### config.mk
export PLATFORM = sky130hd
export DESIGN_NAME = div_seq_ctrl
export DESIGN_NICKNAME = d
export VERILOG_FILES = /design/src/rtl/div_seq_ctrl.sv
export SDC_FILE = /design/constraint.sdc
export NUM_CORES = 1
export LEC_CHECK = 0
export CELL_PAD_IN_SITES_DETAIL_PLACEMENT = 0
export CELL_PAD_IN_SITES_GLOBAL_PLACEMENT = 2
export CORE_MARGIN = 5
export CORE_UTILIZATION = 25
export CTS_CLUSTER_SIZE = 40
export DETAILED_ROUTE_END_ITERATION = 6
export PLACE_DENSITY_LB_ADDON = 0.1
export SKIP_CTS_REPAIR_TIMING = 1
export SLEW_MARGIN = 20
export SYNTH_ARGS = -nofsm -noshare
export SYNTH_HDL_FRONTEND = slang
export SYNTH_SLANG_ARGS = --single-unit
### constraint.sdc
create_clock -name clock -period 3.45 [get_ports clock]
set_input_delay 0.5175 -clock clock [delete_from_list [all_inputs] [get_ports clock]]
set_output_delay 0.5175 -clock clock [all_outputs]
set_load 0.005 [all_outputs]
### src/rtl/div_seq_ctrl.sv
// div_seq_ctrl: sequencing front/back end for the 32/16 iterative divider cores.
// Accepts a request, strips operand signs, launches the core with a one-cycle
// start, waits (with a timeout) for the core's ready pulse, sign-corrects the
// result and holds it until the consumer takes it.
// Optional feature macro: DIV_SIGNED_EN (signed divide support). When it is
// undefined every divide is unsigned and no negate logic is built.
module div_seq_ctrl #(
    parameter int unsigned CORE_TIMEOUT = 40
) (
    input  logic        clock,
    input  logic        reset,
    input  logic        in_valid,
    output logic        in_ready,
    input  logic        in_signed,
    input  logic [31:0] in_a,
    input  logic [15:0] in_b,
    output logic [31:0] core_a,
    output logic [15:0] core_b,
    output logic        core_start,
    input  logic        core_busy,
    input  logic        core_ready,
    input  logic [31:0] core_q,
    input  logic [15:0] core_r,
    output logic        out_valid,
    input  logic        out_ready,
    output logic [31:0] out_q,
    output logic [15:0] out_r,
    output logic        out_div0,
    output logic        out_err
);

    localparam int CW = $clog2(CORE_TIMEOUT + 1);

    typedef enum logic [2:0] {
        IDLE   = 3'd0,
        LAUNCH = 3'd1,
        WAIT   = 3'd2,
        FIXUP  = 3'd3,
        DONE   = 3'd4
    } state_t;

    state_t        state_q, state_d;
    logic [31:0]   a_q, a_d;      // dividend magnitude, drives core_a
    logic [15:0]   b_q, b_d;      // divisor magnitude, drives core_b
    logic [31:0]   q_q, q_d;      // raw core quotient, then final quotient
    logic [15:0]   r_q, r_d;      // raw core remainder, then final remainder
    logic          div0_q, div0_d;
    logic          err_q, err_d;
    logic [CW-1:0] cnt_q, cnt_d;

    logic [31:0]   mag_a;
    logic [15:0]   mag_b;

`ifdef DIV_SIGNED_EN
    logic          neg_q_q, neg_q_d;
    logic          neg_r_q, neg_r_d;
    logic          sa, sb;

    // Operand sign extraction and two's-complement magnitude
    always_comb begin
        sa    = in_signed & in_a[31];
        sb    = in_signed & in_b[15];
        mag_a = sa ? (~in_a + 32'd1) : in_a;
        mag_b = sb ? (~in_b + 16'd1) : in_b;
    end
`else
    // Unsigned-only build: operands go to the core untouched
    logic unused_signed;
    assign unused_signed = in_signed;
    assign mag_a         = in_a;
    assign mag_b         = in_b;
`endif

    // Next-state and datapath update
    always_comb begin
        state_d    = state_q;
        a_d        = a_q;
        b_d        = b_q;
        q_d        = q_q;
        r_d        = r_q;
        div0_d     = div0_q;
        err_d      = err_q;
        cnt_d      = cnt_q;
        core_start = 1'b0;
`ifdef DIV_SIGNED_EN
        neg_q_d    = neg_q_q;
        neg_r_d    = neg_r_q;
`endif
        case (state_q)
            IDLE: begin
                if (in_valid) begin
                    a_d    = mag_a;
                    b_d    = mag_b;
                    div0_d = (in_b == 16'd0);
                    err_d  = 1'b0;
`ifdef DIV_SIGNED_EN
                    neg_q_d = sa ^ sb;
                    neg_r_d = sa;
`endif
                    if (in_b == 16'd0) begin
                        // Divide-by-zero is answered locally; the core never runs
                        q_d     = 32'hFFFF_FFFF;
                        r_d     = in_a[15:0];
                        state_d = DONE;
                    end else begin
                        state_d = LAUNCH;
                    end
                end
            end
            LAUNCH: begin
                if (!core_busy) begin
                    core_start = 1'b1;
                    cnt_d      = '0;
                    state_d    = WAIT;
                end
            end
            WAIT: begin
                if (core_ready) begin
                    q_d     = core_q;
                    r_d     = core_r;
                    state_d = FIXUP;
                end else if (cnt_q == CW'(CORE_TIMEOUT - 1)) begin
                    // Core never answered: report an error with a zero result
                    err_d   = 1'b1;
                    q_d     = '0;
                    r_d     = '0;
                    state_d = DONE;
                end else begin
                    cnt_d = cnt_q + CW'(1);
                end
            end
            FIXUP: begin
`ifdef DIV_SIGNED_EN
                if (neg_q_q) q_d = ~q_q + 32'd1;
                if (neg_r_q) r_d = ~r_q + 16'd1;
`endif
                state_d = DONE;
            end
            DONE: begin
                if (out_ready) state_d = IDLE;
            end
            default: state_d = IDLE;
        endcase
    end

    // State and datapath registers, synchronous reset
    always_ff @(posedge clock) begin
        if (reset) begin
            state_q <= IDLE;
            a_q     <= '0;
            b_q     <= '0;
            q_q     <= '0;
            r_q     <= '0;
            div0_q  <= 1'b0;
            err_q   <= 1'b0;
            cnt_q   <= '0;
`ifdef DIV_SIGNED_EN
            neg_q_q <= 1'b0;
            neg_r_q <= 1'b0;
`endif
        end else begin
            state_q <= state_d;
            a_q     <= a_d;
            b_q     <= b_d;
            q_q     <= q_d;
            r_q     <= r_d;
            div0_q  <= div0_d;
            err_q   <= err_d;
            cnt_q   <= cnt_d;
`ifdef DIV_SIGNED_EN
            neg_q_q <= neg_q_d;
            neg_r_q <= neg_r_d;
`endif
        end
    end

    // in_ready is masked while reset is held so every output reads 0 in reset
    assign in_ready  = (state_q == IDLE) & ~reset;
    assign out_valid = (state_q == DONE);
    assign core_a    = a_q;
    assign core_b    = b_q;
    assign out_q     = q_q;
    assign out_r     = r_q;
    assign out_div0  = div0_q;
    assign out_err   = err_q;

endmodule

==> results.md <==
* Period utilization at 81.2%
* Top cells by area, synth: dfxtp_1 46%, nand2_1 9.3%, a21oi_1 7.4%
* Arrival time worst endpoint at 3.04 ns
* Final WL at 15900 um
* DR vias/cell at 4.64
* P_sw at 956 uW
* Sw Ratio at 29.3%
* Initial Util at 25.6%
* Placed Area at 0.00680 mm^2
* CTS Buf Count at 9
* Die Width at 146 um
* Die extent in y at 146 um
* Biggest area consumer among synthesized cells: dfxtp_1
* Post-synth cell types at 46
* Synth top area share at 46.3%
* Global placer's final weighted congestion at 0.801
* Register area share after synthesis at 46.3%
* Post-synth EDFFs at 0
* Flop pwr share at 43.8%
* RSZ-0062 raised after global routing: false
* Critical Path RT at 3.69 ns
* Ys Warns at 0
* PwrDens at 462 mW/mm^2
* Synth Area in Compound Gates at 23.2%
* Mean post-synth cell area at 8.46 um^2
* Type of the worst setup path: in -> reg
* Combinational group share of total power at 26.3%
* Largest net degree at the start of global routing at 83
* Area Growth Syn to Fin at 52.8%
* Most common cell in the netlist: nand2_1
* CTS tree: built
* R2r worst-path depth at 6
* Num ports at 204
* Hold crit path type: reg -> reg
* Status: completed
* Asr flop ratio synth at 0%
* Place WS at 0.247 ns
* WL/cell at 16.7 um
* Crit Reg-Reg Startpoint: cnt_q[0]
* Die area at 0.0213 mm^2
* Post-Syn Nets at 651
* 1st-iter DRT viols at 203
* Maximum clock path buffer count at 2
* Vias at 4425
* Peak supply drop at 0.000237 V
* Peak fanout along the critical path at 25
* Top_reg_cell synth: dfxtp_1
* WHS Endpoint: core_b[13]
* DR pass1 iterations at 5
* Worst Slack Setup Final at 0.647 ns
* Fill cells at 1825
* Overall Global Routing Usage at 14.6%
* CP startpoint: in_b[3]
* Internal power at 2310 uW
* Clk_skew at 0.00912 ns
* Worst slew pin tran at 1.07 ns
* Buffers on Ports at 202
* Clk network pwr share at 29.9%
* HPWL Detailed at 10900 um
* Crit end category: flop
* Reg-to-Reg End: out_r[7]
* Largest family of logic cells by synthesized area: compound AO/OA/AOI/OAI gates
* TNS Setup at 0 ns
* Seq cells post-synth at 107
* Antenna diode count at 0
* Clk root buf: clkbuf_16
* Worst-skew pair later-pin latency at 0.35 ns
* Fmax at 357 MHz
* Max-slew violation count at 0
* Post-Synth Adder-Cell Area at 0.270%
* Clock transition at the registers of the reported paths at 0.07 ns
* Routed Antenna Nets at 0
* First-pass GRT wire length at 25300 um
* # setup viols final at 0
* Xor-xnor portion of the synthesized cell area at 0%
* Share of cells above drive strength 1 at 8.28%
* Post-synthesis mux area share at 4.14%
* CTS H-tree depth at 3
* Rel. slew slack at 28.6%
* Fin crit period at 2.80 ns
* DRC at 0
* Row count at 49
* # clock sinks at 107
* Core area at 0.0181 mm^2
* Cell Area, Synth at 0.00463 mm^2
* Lkg Pwr at 0.00246 uW
* Initial antenna violation count at 0
* Post-layout nets at 824
* Hold Path Stages at 2
* Top cells by count, synth: 115 x nand2_1, 107 x dfxtp_1, 68 x a21oi_1
* Final Hold Fails at 0
* Worst hold start: core_b[13]
* GR Overflow Total at 0
* Final instance area at 0.00708 mm^2
* Synthesized instance count at 547
* Vias in the first global route at 4487
* Synth Area in Simple Gates at 18.1%
* Worst setup SP type: primary input
* Max-cap violations at 0
* Register-to-register setup slack at 0.67 ns
==> logic make-up after synthesis <==
kind of cell	count (synthesis)
flip-flops	107
AND/OR/NAND/NOR	183
adder cells (fa/ha/maj)	1
multiplexers	17
AO/OA/AOI/OAI	153
buffers and inverters	86
==> cell usage in the layout, fill, tap and decap left out, types with 2 or more instances in the layout <==
cell type and count:
nor4_1 5, or3_1 2, clkbuf_1 3, nor2b_1 16, nor2_1 8, o21ai_0 33
clkbuf_16 9, a32o_1 2, nor3_1 5, a221oi_1 12, buf_4 10, dfxtp_1 107
nand2b_1 3, inv_1 37, mux2_1 7, o21a_1 3, nand2_1 114, nand4_1 2
nand3_1 18, a21oi_1 68, clkdlybuf4s50_1 201, a221oi_2 20, clkinvlp_4 2, mux2_2 10
a31oi_1 2, o21ai_1 3
==> per-layer routing <==
metal | track usage (%) | share of wire [%] | vias to the layer above
met5 | 0 | 0 | -
met1 | 19.4 | 46 | 2037
li1 | - | - | 2231
met4 | 4.80 | 1.6 | 0
met3 | 5.21 | 8.5 | 15
met2 | 22.1 | 44 | 142
==> area by class of cell <==
class	instances	area [um^2]	share of cell area, %
clock buffer	13	250	3.54
clock inverter	3	23.8	0.336
inverter	37	139	1.96
multi-input combinational	354	2150	30.3
sequential	107	2140	30.3
tap	229	287	4.05
timing repair buffer	211	2090	29.5
==> flip-flops by register name, indices dropped and copies added, names as in the netlist <==
register  flops
cnt_q         6
out_q        32
out_err       1
core_b       16
core_a       32
state_q       3
out_div0      1
out_r        16
==> through the flow <==
step           hold slack, ns  utilization (%)  cells  power (uW)
6_report                0.457             39.1    954        3270
5_1_grt                 0.475             39.1    954        3470
4_1_cts                 0.456             39.1    954        3330
3_5_place_dp            0.449             37.6    938        2330
3_3_place_gp            0.443             37.6    938        2320
2_1_floorplan           0.451                -    547        1860
==> power groups by stage <==
stage                     Combinational (uW)  Sequential [uW]  Clock (uW)
after CTS                                878             1430        1020
after global routing                     945             1450        1080
final                                    859             1430         978
after floorplan                          413             1450           0
after detailed placement                 874             1460           0
after global placement                   869             1450           0
==> how the worst max path moves through the flow <==
| stage | endpoint | slack (ns) | cells past startpoint |
|---|---|---|---|
| finish | out_r[7] | 0.65 | 6 |
| global route | out_r[11] | 0.45 | 6 |
| CTS | out_r[7] | 0.60 | 6 |
| detailed placement | out_r[7] | 0.25 | 6 |
| global placement | out_r[6] | 0.33 | 6 |
| floorplan | out_q[0] | 1.70 | 6 |
==> critical path, stage by stage <==
cell and delay (ns):
clkdlybuf4s50_1 0.48, nor4_1 0.09, nand4_1 0.27, a2bb2oi_4 0.82, buf_4 0.47, mux2_2 0.38
(Power assumes the default switching activity.)
